## src/rtl/bp_update_ctrl.sv

```systemverilog
// bp_update_ctrl: owns the branch predictor write port.
// After reset or flush it walks every BTB entry with an invalidate strobe.
// Once the walk is done it arbitrates two resolution lanes into a small
// update queue, which drains one entry per cycle into the predictor.
// While the BTB is invalid, fetch prediction falls back to PC+4.
module bp_update_ctrl #(
  parameter int FIFO_DEPTH  = 4,
  parameter int BTB_ENTRIES = 64,
  parameter int IDX_W       = $clog2(BTB_ENTRIES)
) (
  input  logic             CLK,
  input  logic             RST,
  input  logic             req0_valid,
  output logic             req0_ready,
  input  logic [31:0]      req0_pc,
  input  logic [31:0]      req0_target,
  input  logic             req0_taken,
  input  logic             req1_valid,
  output logic             req1_ready,
  input  logic [31:0]      req1_pc,
  input  logic [31:0]      req1_target,
  input  logic             req1_taken,
  input  logic             flush_req,
  input  logic             bp_wr_hold,
  output logic             bp_wr_en,
  output logic             bp_is_taken,
  output logic [31:0]      bp_update_pc,
  output logic [31:0]      bp_update_target_pc,
  output logic             bp_inv_en,
  output logic [IDX_W-1:0] bp_inv_idx,
  input  logic [31:0]      fetch_pc,
  output logic [31:0]      bp_current_pc,
  input  logic [31:0]      bp_predicted_pc,
  output logic [31:0]      pred_pc,
  output logic             busy
);

  localparam int PTR_W = $clog2(FIFO_DEPTH);
  localparam logic [PTR_W:0]   CNT_FULL = (PTR_W + 1)'(FIFO_DEPTH);
  localparam logic [IDX_W-1:0] IDX_LAST = IDX_W'(BTB_ENTRIES - 1);

  typedef enum logic {S_INIT, S_RUN} state_t;

  state_t           state_q, state_d;
  logic [IDX_W-1:0] inv_idx_q, inv_idx_d;
  logic [PTR_W-1:0] rd_ptr_q, rd_ptr_d;
  logic [PTR_W-1:0] wr_ptr_q, wr_ptr_d;
  logic [PTR_W:0]   count_q, count_d;
  logic             rr_ptr_q, rr_ptr_d;

  logic [31:0] pc_q  [FIFO_DEPTH];
  logic [31:0] tgt_q [FIFO_DEPTH];
  logic        tkn_q [FIFO_DEPTH];

  logic        run;
  logic        can_acc;
  logic        grant0, grant1;
  logic        push, pop;
  logic [31:0] wr_pc, wr_tgt;
  logic        wr_tkn;

  // Arbitration and drain decisions for the current cycle.
  always_comb begin
    run     = (state_q == S_RUN);
    // A full queue never accepts, even if it pops this cycle.
    can_acc = run & ~flush_req & (count_q != CNT_FULL);
    grant0  = can_acc & req0_valid & (~req1_valid | ~rr_ptr_q);
    grant1  = can_acc & req1_valid & (~req0_valid |  rr_ptr_q);
    push    = grant0 | grant1;
    pop     = run & (count_q != '0) & ~bp_wr_hold;
    wr_pc   = grant1 ? req1_pc     : req0_pc;
    wr_tgt  = grant1 ? req1_target : req0_target;
    wr_tkn  = grant1 ? req1_taken  : req0_taken;
  end

  // Next-state logic for the walk, the queue pointers and the round-robin pointer.
  always_comb begin
    state_d   = state_q;
    inv_idx_d = inv_idx_q;
    rd_ptr_d  = rd_ptr_q;
    wr_ptr_d  = wr_ptr_q;
    count_d   = count_q;
    rr_ptr_d  = rr_ptr_q;
    case (state_q)
      S_INIT: begin
        if (flush_req) begin
          inv_idx_d = '0;
        end else if (inv_idx_q == IDX_LAST) begin
          state_d   = S_RUN;
          inv_idx_d = '0;
        end else begin
          inv_idx_d = inv_idx_q + 1'b1;
        end
      end
      default: begin
        if (flush_req) begin
          state_d   = S_INIT;
          inv_idx_d = '0;
          rd_ptr_d  = '0;
          wr_ptr_d  = '0;
          count_d   = '0;
        end else begin
          if (push) wr_ptr_d = wr_ptr_q + 1'b1;
          if (pop)  rd_ptr_d = rd_ptr_q + 1'b1;
          case ({push, pop})
            2'b10:   count_d = count_q + 1'b1;
            2'b01:   count_d = count_q - 1'b1;
            default: count_d = count_q;
          endcase
          // Only a contested grant moves the fairness pointer.
          if (push && req0_valid && req1_valid) rr_ptr_d = ~rr_ptr_q;
        end
      end
    endcase
  end

  // State registers and queue storage; storage is cleared on reset.
  always_ff @(posedge CLK or posedge RST) begin
    if (RST) begin
      state_q   <= S_INIT;
      inv_idx_q <= '0;
      rd_ptr_q  <= '0;
      wr_ptr_q  <= '0;
      count_q   <= '0;
      rr_ptr_q  <= 1'b0;
      for (int i = 0; i < FIFO_DEPTH; i++) begin
        pc_q[i]  <= '0;
        tgt_q[i] <= '0;
        tkn_q[i] <= 1'b0;
      end
    end else begin
      state_q   <= state_d;
      inv_idx_q <= inv_idx_d;
      rd_ptr_q  <= rd_ptr_d;
      wr_ptr_q  <= wr_ptr_d;
      count_q   <= count_d;
      rr_ptr_q  <= rr_ptr_d;
      if (push) begin
        pc_q[wr_ptr_q]  <= wr_pc;
        tgt_q[wr_ptr_q] <= wr_tgt;
        tkn_q[wr_ptr_q] <= wr_tkn;
      end
    end
  end

  // Output decode: head of queue to the predictor, walk status, prediction gating.
  always_comb begin
    req0_ready          = grant0;
    req1_ready          = grant1;
    bp_wr_en            = pop;
    bp_is_taken         = tkn_q[rd_ptr_q];
    bp_update_pc        = pc_q[rd_ptr_q];
    bp_update_target_pc = tgt_q[rd_ptr_q];
    busy                = ~run;
    bp_inv_en           = ~run;
    bp_inv_idx          = inv_idx_q;
    bp_current_pc       = fetch_pc;
    pred_pc             = busy ? (fetch_pc + 32'd4) : bp_predicted_pc;
  end

endmodule

```

## config.mk

```make
export PLATFORM = sky130hd
export DESIGN_NAME = bp_update_ctrl
export DESIGN_NICKNAME = d
export VERILOG_FILES = /design/src/rtl/bp_update_ctrl.sv
export SDC_FILE = /design/constraint.sdc
export NUM_CORES = 1
export LEC_CHECK = 0
export CELL_PAD_IN_SITES_DETAIL_PLACEMENT = 0
export CELL_PAD_IN_SITES_GLOBAL_PLACEMENT = 1
export CORE_AREA = 2 2 184 186
export DETAILED_ROUTE_END_ITERATION = 12
export DIE_AREA = 0 0 186 188
export HOLD_SLACK_MARGIN = 0.03
export PLACE_DENSITY_LB_ADDON = 0.1
export SLEW_MARGIN = 20
export SYNTH_ARGS = -nofsm -noshare
export SYNTH_HDL_FRONTEND = slang
export SYNTH_SLANG_ARGS = --single-unit
```

## constraint.sdc

```tcl
create_clock -name CLK -period 20 [get_ports CLK]
set_input_delay 3 -clock CLK [delete_from_list [all_inputs] [get_ports CLK]]
set_output_delay 3 -clock CLK [all_outputs]
set_load 0.01 [all_outputs]
```

==> impl_metrics.prom, run 1 <==
# TYPE chip_impl_metric gauge
chip_impl_metric{name="ys_seq_elements",unit=""} 275
chip_impl_info{name="ys.flop_type",value="dfrtp_1"} 1
chip_impl_metric{name="cts-root-to-sink-buffers",unit=""} 3
chip_impl_info{name="startpoint",value="fetch_pc[12]"} 1
chip_impl_metric{name="timing.final.crit_share",unit=""} 0.437
chip_impl_metric{name="io-pin-count",unit=""} 340
chip_impl_metric{name="synthesis_to_finish_area_growth",unit="%"} 33.8
chip_impl_metric{name="initial_antenna_violation_count",unit=""} 0
chip_impl_metric{name="postRouteAntennaNets",unit=""} 0
chip_impl_metric{name="final_layout_size_suffix_gt1_frac",unit=""} 0.0944
chip_impl_metric{name="die-area",unit="µm²"} 35000
chip_impl_info{name="run_status",value="complete, no violations"} 1
chip_impl_metric{name="syn_avg_cell_area",unit="µm²"} 10.5
chip_impl_metric{name="drc_errors",unit=""} 0
chip_impl_metric{name="antenna-diode-count",unit=""} 0
chip_impl_info{name="critical_path.endpoint_type",value="output pin"} 1
chip_impl_metric{name="fin_worst_skew",unit="ps"} 22.2
chip_impl_metric{name="weighted_congestion_at_the_end_of_routability_driven_global_placement",unit=""} 0.781
chip_impl_metric{name="worst_pin_slew",unit="ps"} 1120
chip_impl_info{name="commonest_non_fill_non_tap_cell_in_the_layout",value="clkdlybuf4s50_1"} 1
chip_impl_metric{name="synthArstFlopShare",unit=""} 1.00
chip_impl_metric{name="cts_sinks",unit=""} 275
chip_impl_metric{name="routed_via_density",unit=""} 5.01
chip_impl_metric{name="overall_routed_net_length",unit="mm"} 34.5
chip_impl_metric{name="maximum_number_of_pins_on_one_net_before_global_route_repair",unit=""} 138
chip_impl_metric{name="slew-limit-headroom",unit=""} 0.256
chip_impl_info{name="crit_end",value="pred_pc[29]"} 1
chip_impl_info{name="min-delay-path-class",value="register to register"} 1
chip_impl_metric{name="detailedRoute.firstIterationViolations",unit=""} 432
chip_impl_metric{name="grt_first_pass_wirelength",unit="mm"} 54.8
chip_impl_info{name="cts-root-buf",value="clkbuf_16"} 1
chip_impl_metric{name="ctsResizeCount",unit=""} 0
chip_impl_metric{name="floorplan.die.height",unit="µm"} 188
chip_impl_metric{name="syn-num-nets",unit=""} 1469
chip_impl_metric{name="synth-xor-area-share",unit=""} 0.0217
chip_impl_info{name="mostFrequentLayoutCells",value="clkdlybuf4s50_1, nand2_1, dfrtp_1"} 1
chip_impl_metric{name="vdd.ir_drop.worst",unit="mV"} 0.0638
chip_impl_metric{name="whs",unit="ps"} 473
chip_impl_metric{name="clock_tree.htree_level_count",unit=""} 1
chip_impl_metric{name="worstRegToRegCells",unit=""} 6
chip_impl_metric{name="placedCellCount",unit=""} 1938
chip_impl_metric{name="hold_depth",unit=""} 2
chip_impl_metric{name="clock_buffer_count_from_cts",unit=""} 31
chip_impl_metric{name="io_buffer_count",unit=""} 339
chip_impl_metric{name="regToRegSetupSlack",unit="ps"} 16270
chip_impl_info{name="r2r_end",value="tgt_q[68]$_DFFE_PP0P_"} 1
chip_impl_info{name="dominant_combinational_cell_family_by_area_after_synthesis",value="multiplexers"} 1
chip_impl_metric{name="crit_arrival",unit="ps"} 5740
chip_impl_metric{name="global_route.overflow_total",unit=""} 0
chip_impl_metric{name="design.final.nets",unit=""} 1730
chip_impl_metric{name="critPathMaxFanout",unit=""} 7
chip_impl_metric{name="avgRoutedWirePerCell",unit="µm"} 17.3
chip_impl_metric{name="drv_slew",unit=""} 0
chip_impl_metric{name="initial_core_util",unit=""} 0.401
chip_impl_info{name="setup_repair_after_global_routing_missed_its_margin",value="no"} 1
chip_impl_metric{name="setup_ws",unit="ps"} 11260
chip_impl_info{name="yosys.area.top_type",value="dfrtp_1"} 1
chip_impl_metric{name="synthesis.area",unit="µm²"} 13300
chip_impl_metric{name="global_route.usage.total",unit=""} 0.199
chip_impl_metric{name="yosys.area_share.simple",unit=""} 0.122
chip_impl_metric{name="layout_min_cycle_time",unit="ps"} 8740
chip_impl_metric{name="dr.pass1.iters",unit=""} 4
chip_impl_metric{name="dpl.hpwl",unit="mm"} 22.9
chip_impl_metric{name="final_core_utilization",unit=""} 0.537
chip_impl_info{name="critical_path.startpoint_type",value="input port"} 1
chip_impl_metric{name="clkSlewWorstSetupHoldPaths",unit="ps"} 60
chip_impl_metric{name="fraction_of_synthesized_area_in_multiplexers",unit=""} 0.164
chip_impl_metric{name="synth_seq_area_share",unit=""} 0.518
chip_impl_metric{name="route.vias.total",unit=""} 9989
chip_impl_metric{name="postCtsSetupRepairBufs",unit=""} 0
chip_impl_info{name="critPathKind",value="input port to output pin"} 1
chip_impl_metric{name="timing.setup.tns",unit="ps"} 0
chip_impl_metric{name="std_cell_rows",unit=""} 67
chip_impl_metric{name="post_syn_instances",unit=""} 1262
chip_impl_metric{name="report.final.setup_viol",unit=""} 0
chip_impl_metric{name="warnings_from_yosys",unit=""} 0
chip_impl_metric{name="placedInstanceArea",unit="µm²"} 16700
chip_impl_metric{name="synth_enable_flop_cells",unit=""} 0
chip_impl_metric{name="cellPowerDensity",unit="nW/µm²"} 73.5
chip_impl_metric{name="synth_compound_area_frac",unit=""} 0.119
chip_impl_metric{name="post_synth_num_cell_types",unit=""} 51
chip_impl_metric{name="cap_viol_max_count",unit=""} 0
chip_impl_metric{name="post-route-cell-area",unit="µm²"} 17800
chip_impl_metric{name="peak_freq",unit="MHz"} 114
chip_impl_metric{name="worst_ep_required_time",unit="ps"} 17000
chip_impl_info{name="r2r_start",value="run$_DFF_PP0_"} 1
chip_impl_metric{name="worstSkewPairLatency",unit="ps"} 560
chip_impl_metric{name="yosys.area_share.adder",unit=""} 0.00715
chip_impl_metric{name="design_power_total",unit="mW"} 1.31
chip_impl_info{name="synth.area.top_cells",value="dfrtp_1, mux4_2, o21ai_0"} 1
chip_impl_metric{name="final_hold_viol_count",unit=""} 0
chip_impl_metric{name="coreArea",unit="µm²"} 33100
chip_impl_metric{name="nFillCells",unit=""} 3012
chip_impl_metric{name="number_of_global_route_vias_before_repair",unit=""} 10200
chip_impl_info{name="clock_tree_from_tritoncts",value="done"} 1
chip_impl_metric{name="final_cell_count_no_fill",unit=""} 1995
chip_impl_metric{name="die_width",unit="µm"} 186
chip_impl_metric{name="preCtsSetupSlack",unit="ps"} 11180
chip_impl_metric{name="power.static_leakage",unit="nW"} 7.78
chip_impl_metric{name="synth_top_area_share",unit=""} 0.518
chip_impl_metric{name="holdBufCountCts",unit=""} 0
[how the worst min path moves through the flow]
stage,start,to,slack (ps)
6_report,pc_q[41]$_DFFE_PP0P_,pc_q[41]$_DFFE_PP0P_,470
2_1_floorplan,pc_q[32]$_DFFE_PP0P_,pc_q[32]$_DFFE_PP0P_,440
3_3_place_gp,pc_q[56]$_DFFE_PP0P_,pc_q[56]$_DFFE_PP0P_,460
5_1_grt,pc_q[45]$_DFFE_PP0P_,pc_q[45]$_DFFE_PP0P_,500
4_1_cts,pc_q[58]$_DFFE_PP0P_,pc_q[58]$_DFFE_PP0P_,480
3_5_place_dp,pc_q[58]$_DFFE_PP0P_,pc_q[58]$_DFFE_PP0P_,460
[routing by layer]
metal,routed length (µm),vias to the layer above,track usage
met5,0,-,0
met4,393,0,0.0309
met3,2170,31,0.0418
met2,17000,266,0.344
met1,14900,4791,0.262
li1,-,4901,-
[cell families after synthesis]
family / count (synthesis)
AOI/OAI and AO/OA: 308
xor gates and xnor gates: 33
adders and majority gates: 7
buffers and inverters: 127
DFF: 275
muxes: 136
and+or+nand+nor: 376
[cells in the mapped netlist, drive strengths merged, types with 2 or more instances]
cell type / instances
buf: 65
nand3: 18
nor4: 3
nor2b: 2
ha: 6
inv: 8
a21oi: 3
clkbuf: 54
nand2b: 3
and4: 4
and3: 4
nor3: 6
nand4: 8
nand2: 310
o21ai: 294
mux2: 4
xnor2: 13
mux4: 65
xor2: 20
mux2i: 67
dfrtp: 275
nor2: 12
and2: 2
[flip-flops by register name, indices dropped and copies added (netlist names)]
name and cells:
count_q 3, tgt_q 128, tkn_q 4, run 1, rr_ptr_q 1, rd_ptr_q 2, wr_ptr_q 2, pc_q 128
bp_inv_idx 6
[worst max-delay path, cell delays in order]
cell	delay, ps
clkdlybuf4s50_1	570
nand4_1	270
nor3_2	490
nand4_1	210
xor2_1	190
o21ai_0	350
clkdlybuf4s50_1	650
[cell type report]
| class | instances | area (µm²) | area share |
|---|---|---|---|
| flip-flops and latches | 275 | 6890 | 0.388 |
| multi-input cells | 860 | 5790 | 0.326 |
| well taps | 448 | 561 | 0.0315 |
| repair buffers | 347 | 3450 | 0.194 |
| inverters | 8 | 37.5 | 0.00211 |
| clock buffers | 51 | 961 | 0.0540 |
| clock inverters | 6 | 83.8 | 0.00471 |
[power by group]
group | switching [mW] | internal [mW] | total [mW]
Sequential | 0.0180 | 0.568 | 0.586
Combinational | 0.0607 | 0.0897 | 0.150
Clock | 0.220 | 0.350 | 0.570
Total | 0.299 | 1.01 | 1.31
Power figures use the tool's default switching activity.
==> inputs of run 2 (changes only) <==
- CORE_AREA: 2 2 184 186 -> 2 2 191 193
- DIE_AREA: 0 0 186 188 -> 0 0 193 195
- clock period: 20 -> 8.3 ns (I/O delays scaled with it)
==> run 2 against run 1 <==
Compared with the run above: critical path type unchanged; largest cell class unchanged; global-route usage fell by 0.51 points; sequential power rose by 140%; via count fell by 0.54%; worst hold slack got worse by 3.3 ps; clock-buffer cell count fell by 4; utilization fell by 3.5 points; critical path depth did not move; highest routed layer unchanged.
==> impl_metrics.prom, run 2 (synthesis gave the netlist of run 1 again) <==
# TYPE chip_impl_metric gauge
chip_impl_metric{name="final_hold_viol_count",unit=""} 0
chip_impl_metric{name="die_width",unit="µm"} 193
chip_impl_metric{name="initial_core_util",unit=""} 0.376
chip_impl_metric{name="drv_slew",unit=""} 0
chip_impl_metric{name="clkSlewWorstSetupHoldPaths",unit="ps"} 60
chip_impl_info{name="critical_path.startpoint_type",value="input port"} 1
chip_impl_metric{name="drc_errors",unit=""} 0
chip_impl_metric{name="std_cell_rows",unit=""} 69
chip_impl_metric{name="critPathMaxFanout",unit=""} 6
chip_impl_info{name="run_status",value="complete, no violations"} 1
chip_impl_metric{name="timing.setup.tns",unit="ps"} 0
chip_impl_metric{name="avgRoutedWirePerCell",unit="µm"} 17.6
chip_impl_metric{name="cts_sinks",unit=""} 275
chip_impl_metric{name="layout_min_cycle_time",unit="ps"} 5050
chip_impl_info{name="setup_repair_after_global_routing_missed_its_margin",value="no"} 1
chip_impl_metric{name="postRouteAntennaNets",unit=""} 0
chip_impl_info{name="cts-root-buf",value="clkbuf_16"} 1
chip_impl_metric{name="synthesis_to_finish_area_growth",unit="%"} 33.8
chip_impl_metric{name="coreArea",unit="µm²"} 35400
chip_impl_info{name="min-delay-path-class",value="register to register"} 1
chip_impl_metric{name="whs",unit="ps"} 469
chip_impl_metric{name="routed_via_density",unit=""} 4.95
chip_impl_metric{name="area_occupied_by_multi_input_gates",unit="µm²"} 5790
chip_impl_metric{name="worstSkewPairLatency",unit="ps"} 560
chip_impl_metric{name="clock_buffer_count_from_cts",unit=""} 31
chip_impl_metric{name="dr.pass1.iters",unit=""} 4
chip_impl_metric{name="postCtsSetupRepairBufs",unit=""} 0
chip_impl_metric{name="report.final.setup_viol",unit=""} 0
chip_impl_metric{name="holdBufCountCts",unit=""} 0
chip_impl_info{name="mostFrequentLayoutCells",value="clkdlybuf4s50_1, nand2_1, dfrtp_1"} 1
chip_impl_metric{name="overall_routed_net_length",unit="mm"} 35.4
chip_impl_metric{name="maximum_number_of_pins_on_one_net_before_global_route_repair",unit=""} 158
chip_impl_metric{name="floorplan.die.height",unit="µm"} 195
chip_impl_metric{name="nFillCells",unit=""} 3348
chip_impl_metric{name="crit_arrival",unit="ps"} 3800
chip_impl_metric{name="design.final.nets",unit=""} 1731
chip_impl_metric{name="ctsResizeCount",unit=""} 0
chip_impl_info{name="commonest_non_fill_non_tap_cell_in_the_layout",value="clkdlybuf4s50_1"} 1
chip_impl_metric{name="global_route.usage.total",unit=""} 0.194
chip_impl_metric{name="dpl.hpwl",unit="mm"} 23.2
chip_impl_metric{name="number_of_global_route_vias_before_repair",unit=""} 10600
chip_impl_metric{name="io_buffer_count",unit=""} 339
chip_impl_metric{name="worst_ep_required_time",unit="ps"} 7050
chip_impl_metric{name="io-pin-count",unit=""} 340
chip_impl_metric{name="antenna-diode-count",unit=""} 0
chip_impl_metric{name="fin_worst_skew",unit="ps"} 20.1
chip_impl_info{name="critPathKind",value="input port to output pin"} 1
chip_impl_info{name="clock_tree_from_tritoncts",value="done"} 1
chip_impl_metric{name="detailedRoute.firstIterationViolations",unit=""} 432
chip_impl_metric{name="global_route.overflow_total",unit=""} 0
chip_impl_metric{name="weighted_congestion_at_the_end_of_routability_driven_global_placement",unit=""} 0.748
chip_impl_metric{name="final_layout_size_suffix_gt1_frac",unit=""} 0.0944
chip_impl_metric{name="die-area",unit="µm²"} 37600
chip_impl_metric{name="initial_antenna_violation_count",unit=""} 0
chip_impl_metric{name="cts-root-to-sink-buffers",unit=""} 3
chip_impl_info{name="critical_path.endpoint_type",value="output pin"} 1
chip_impl_metric{name="power.static_leakage",unit="nW"} 7.77
chip_impl_metric{name="timing.final.crit_share",unit=""} 0.608
chip_impl_metric{name="clock_tree.htree_level_count",unit=""} 1
chip_impl_metric{name="route.vias.total",unit=""} 9935
chip_impl_metric{name="area.sequential",unit="µm²"} 6890
chip_impl_metric{name="cap_viol_max_count",unit=""} 0
chip_impl_metric{name="peak_freq",unit="MHz"} 198
chip_impl_metric{name="cellPowerDensity",unit="nW/µm²"} 175
chip_impl_metric{name="slew-limit-headroom",unit=""} 0.251
chip_impl_metric{name="grt_first_pass_wirelength",unit="mm"} 57.6
chip_impl_metric{name="vdd.ir_drop.worst",unit="mV"} 0.151
chip_impl_metric{name="worst_pin_slew",unit="ps"} 1120
-- run 2: changes by cell type in the layout (fill, tap and decap cells not counted), sizes merged --
cell / delta
clkbuf: -4
clkinvlp: +2
buf: +1
clkinv: +1
inv: -1
-- run 2: critical path, cell delays in order --
cell	delay, ps
clkdlybuf4s50_1	580
nand4_2	260
nor4_4	490
nand2_1	120
xor2_1	150
o21ai_0	330
clkdlybuf4s50_1	620
-- run 2: cell type report --
class / count / area share
Tap cell: 461 / 0.0324
Sequential cell: 275 / 0.387
Multi-Input combinational cell: 860 / 0.326
Clock inverter: 8 / 0.00542
Inverter: 8 / 0.00190
Timing Repair Buffer: 348 / 0.196
Clock buffer: 47 / 0.0515
-- run 2: worst paths after layout --
check,startpoint,to,slack (ps),cells past startpoint
max,fetch_pc[9],pred_pc[19],3250,7
min,pc_q[18]$_DFFE_PP0P_,pc_q[18]$_DFFE_PP0P_,470,2
max reg2reg,run$_DFF_PP0_,tgt_q[99]$_DFFE_PP0P_,4920,7
min reg2reg,pc_q[18]$_DFFE_PP0P_,pc_q[18]$_DFFE_PP0P_,470,2
max in group asynchronous,RST,rd_ptr_q[0]$_DFFE_PP0P_,5650,3
min in group asynchronous,RST,pc_q[101]$_DFFE_PP0P_,1220,2
-- run 2: power breakdown --
| group | switching (mW) | internal (mW) |
|---|---|---|
| logic | 0.152 | 0.217 |
| registers | 0.0380 | 1.37 |
| clock network | 0.529 | 0.815 |
| total | 0.719 | 2.40 |
-- run 2: metal layers --
layer	part of all wire	track usage	vias up	wire length (µm)
met3	0.059	0.0406	44	2080
met5	0	0	-	0
met2	0.48	0.327	239	16900
met4	0.022	0.0429	0	767
met1	0.44	0.257	4750	15600
li1	-	-	4902	-
-- run 2: through the flow --
stage	total power, mW	setup slack (ps)	std cells	area, µm²	utilization
final	3.12	3250	2007	17800	0.502
after global routing	3.26	3070	2007	17800	0.502
after CTS	3.17	3150	2007	17800	0.502
after detailed placement	1.81	3180	1952	16800	0.474
after global placement	1.81	3170	1952	16800	0.474
after floorplan	1.59	3420	1262	13300	-
==> inputs of run 3 (changes only) <==
- clock period: 8.3 -> 4.81 ns (I/O delays scaled with it)
==> run 3 against run 2 <==
Compared with the run above: utilization grew 0.66 points; flip-flop and latch count unchanged; combinational power is 78% higher; wire length increased by 1.4%; setup slack worse by 2400 ps; power grew 79%; worst hold slack improved by 5.1 ps; die area unchanged; clock-buffer cell count down 8; critical endpoint unchanged; largest cell class unchanged; largest power group is now clock.
==> impl_metrics.prom, run 3 (synthesis gave the netlist of run 1 again) <==
# TYPE chip_impl_metric gauge
chip_impl_metric{name="hold_depth",unit=""} 2
chip_impl_metric{name="dr.pass1.iters",unit=""} 4
chip_impl_metric{name="std_cell_rows",unit=""} 69
chip_impl_metric{name="global_route.overflow_total",unit=""} 0
chip_impl_metric{name="ctsResizeCount",unit=""} 0
chip_impl_metric{name="drv_slew",unit=""} 0
chip_impl_metric{name="die-area",unit="µm²"} 37600
chip_impl_info{name="mostFrequentLayoutCells",value="clkdlybuf4s50_1, nand2_1, dfrtp_1"} 1
chip_impl_metric{name="worstSkewPairLatency",unit="ps"} 550
chip_impl_metric{name="initial_core_util",unit=""} 0.376
chip_impl_metric{name="peak_freq",unit="MHz"} 251
chip_impl_metric{name="crit_arrival",unit="ps"} 3260
chip_impl_metric{name="grt_first_pass_wirelength",unit="mm"} 57.0
chip_impl_metric{name="postRouteAntennaNets",unit=""} 0
chip_impl_info{name="critical_path.endpoint_type",value="output pin"} 1
chip_impl_metric{name="clkSlewWorstSetupHoldPaths",unit="ps"} 60
chip_impl_metric{name="drc_errors",unit=""} 0
chip_impl_info{name="cts-root-buf",value="clkbuf_16"} 1
chip_impl_metric{name="clock_buffer_count_from_cts",unit=""} 31
chip_impl_metric{name="cts-root-to-sink-buffers",unit=""} 3
chip_impl_metric{name="detailedRoute.firstIterationViolations",unit=""} 364
chip_impl_metric{name="cellPowerDensity",unit="nW/µm²"} 309
chip_impl_metric{name="cap_viol_max_count",unit=""} 0
chip_impl_metric{name="area_occupied_by_multi_input_gates",unit="µm²"} 5790
chip_impl_info{name="min-delay-path-class",value="register to register"} 1
chip_impl_metric{name="coreArea",unit="µm²"} 35400
chip_impl_metric{name="final_cell_count_no_fill",unit=""} 2022
chip_impl_metric{name="route.vias.total",unit=""} 10000
chip_impl_metric{name="area.sequential",unit="µm²"} 6890
chip_impl_metric{name="avgRoutedWirePerCell",unit="µm"} 17.7
chip_impl_metric{name="initial_antenna_violation_count",unit=""} 0
chip_impl_metric{name="holdBufCountCts",unit=""} 0
chip_impl_info{name="critPathKind",value="input port to output pin"} 1
chip_impl_metric{name="antenna-diode-count",unit=""} 0
chip_impl_metric{name="layout_min_cycle_time",unit="ps"} 3980
chip_impl_metric{name="io-pin-count",unit=""} 340
chip_impl_metric{name="floorplan.die.height",unit="µm"} 195
chip_impl_metric{name="worstRegToRegCells",unit=""} 7
chip_impl_metric{name="timing.final.crit_share",unit=""} 0.827
chip_impl_metric{name="final_core_utilization",unit=""} 0.509
chip_impl_metric{name="overall_routed_net_length",unit="mm"} 35.8
chip_impl_metric{name="die_width",unit="µm"} 193
chip_impl_metric{name="weighted_congestion_at_the_end_of_routability_driven_global_placement",unit=""} 0.766
chip_impl_metric{name="cts_sinks",unit=""} 275
chip_impl_metric{name="synthesis_to_finish_area_growth",unit="%"} 35.5
chip_impl_metric{name="timing.setup.tns",unit="ps"} 0
chip_impl_info{name="run_status",value="complete, no violations"} 1
chip_impl_info{name="clock_tree_from_tritoncts",value="done"} 1
chip_impl_info{name="critical_path.startpoint_type",value="input port"} 1
chip_impl_metric{name="final_hold_viol_count",unit=""} 0
chip_impl_metric{name="postCtsSetupRepairBufs",unit=""} 0
chip_impl_metric{name="worst_ep_required_time",unit="ps"} 4090
chip_impl_metric{name="critPathMaxFanout",unit=""} 6
chip_impl_metric{name="design.final.nets",unit=""} 1744
chip_impl_metric{name="final_layout_size_suffix_gt1_frac",unit=""} 0.108
chip_impl_metric{name="routed_via_density",unit=""} 4.95
chip_impl_metric{name="fin_worst_skew",unit="ps"} 16.3
chip_impl_metric{name="nFillCells",unit=""} 3348
chip_impl_metric{name="dpl.hpwl",unit="mm"} 24.6
chip_impl_metric{name="number_of_global_route_vias_before_repair",unit=""} 10400
chip_impl_metric{name="global_route.usage.total",unit=""} 0.192
chip_impl_metric{name="worst_pin_slew",unit="ps"} 921
chip_impl_metric{name="maximum_number_of_pins_on_one_net_before_global_route_repair",unit=""} 80
chip_impl_metric{name="slew-limit-headroom",unit=""} 0.385
chip_impl_metric{name="clock_tree.htree_level_count",unit=""} 1
chip_impl_info{name="commonest_non_fill_non_tap_cell_in_the_layout",value="clkdlybuf4s50_1"} 1
chip_impl_metric{name="design_power_total",unit="mW"} 5.57
chip_impl_metric{name="vdd.ir_drop.worst",unit="mV"} 0.264
chip_impl_info{name="setup_repair_after_global_routing_missed_its_margin",value="no"} 1
chip_impl_metric{name="power.static_leakage",unit="nW"} 7.90
chip_impl_metric{name="io_buffer_count",unit=""} 339
chip_impl_metric{name="placedCellCount",unit=""} 1965
chip_impl_metric{name="whs",unit="ps"} 475
chip_impl_metric{name="report.final.setup_viol",unit=""} 0
==> run 3: cell types whose count changed in the layout (fill, tap and decap cells not counted) <==
| cell | previous run | this run |
|---|---|---|
| buf_6 | 1 | 0 |
| clkinv_4 | 0 | 1 |
| buf_4 | 7 | 17 |
| clkbuf_8 | 8 | 7 |
| bufinv_16 | 2 | 5 |
| buf_12 | 1 | 5 |
| clkinv_2 | 4 | 10 |
| clkbuf_1 | 8 | 1 |
==> run 3: worst max-delay path: stages <==
cell,delay (ps)
clkdlybuf4s50_1,590
nand4_1,280
nor4_4,270
buf_4,180
nand2_1,70
xor2_1,140
o21ai_0,360
clkdlybuf4s50_1,630
==> run 3: area by class of cell <==
cell class | instances | area share
Sequential cell | 275 | 0.382
Timing Repair Buffer | 361 | 0.201
Multi-Input combinational cell | 860 | 0.322
Clock inverter | 18 | 0.0125
Clock buffer | 39 | 0.0486
Tap cell | 461 | 0.0320
Inverter | 8 | 0.00187
==> run 3: path summary, 6_finish.rpt <==
kind	from	end	slack (ps)
min in group asynchronous	RST	pc_q[103]$_DFFE_PP0P_	720
worst min-delay path	tgt_q[95]$_DFFE_PP0P_	tgt_q[95]$_DFFE_PP0P_	470
worst max register to register	count_q[0]$_DFFE_PP0P_	tgt_q[118]$_DFFE_PP0P_	1840
max in group asynchronous	RST	pc_q[24]$_DFFE_PP0P_	3000
worst max-delay path	fetch_pc[12]	pred_pc[19]	830
worst min register to register	tgt_q[95]$_DFFE_PP0P_	tgt_q[95]$_DFFE_PP0P_	470
==> run 3: per-stage QoR <==
step / setup WS, ps / instance area, µm²
global placement: 798 / 16900
CTS: 776 / 18000
finish: 833 / 18000
detailed placement: 784 / 16900
floorplan: 451 / 13300
global route: 687 / 18000
==> run 3: routing by layer <==
layer,wire [µm],GRT usage,vias to the layer above
li1,-,-,4926
met1,15600,0.254,4804
met2,17300,0.324,246
met3,2170,0.0410,38
met4,718,0.0407,0
met5,0,0,-
==> run 3: power breakdown <==
part	internal, mW	switching (mW)	leakage (nW)
sequential	2.36	0.0597	3.80
combinational	0.383	0.274	3.56
clock	1.55	0.943	0.552
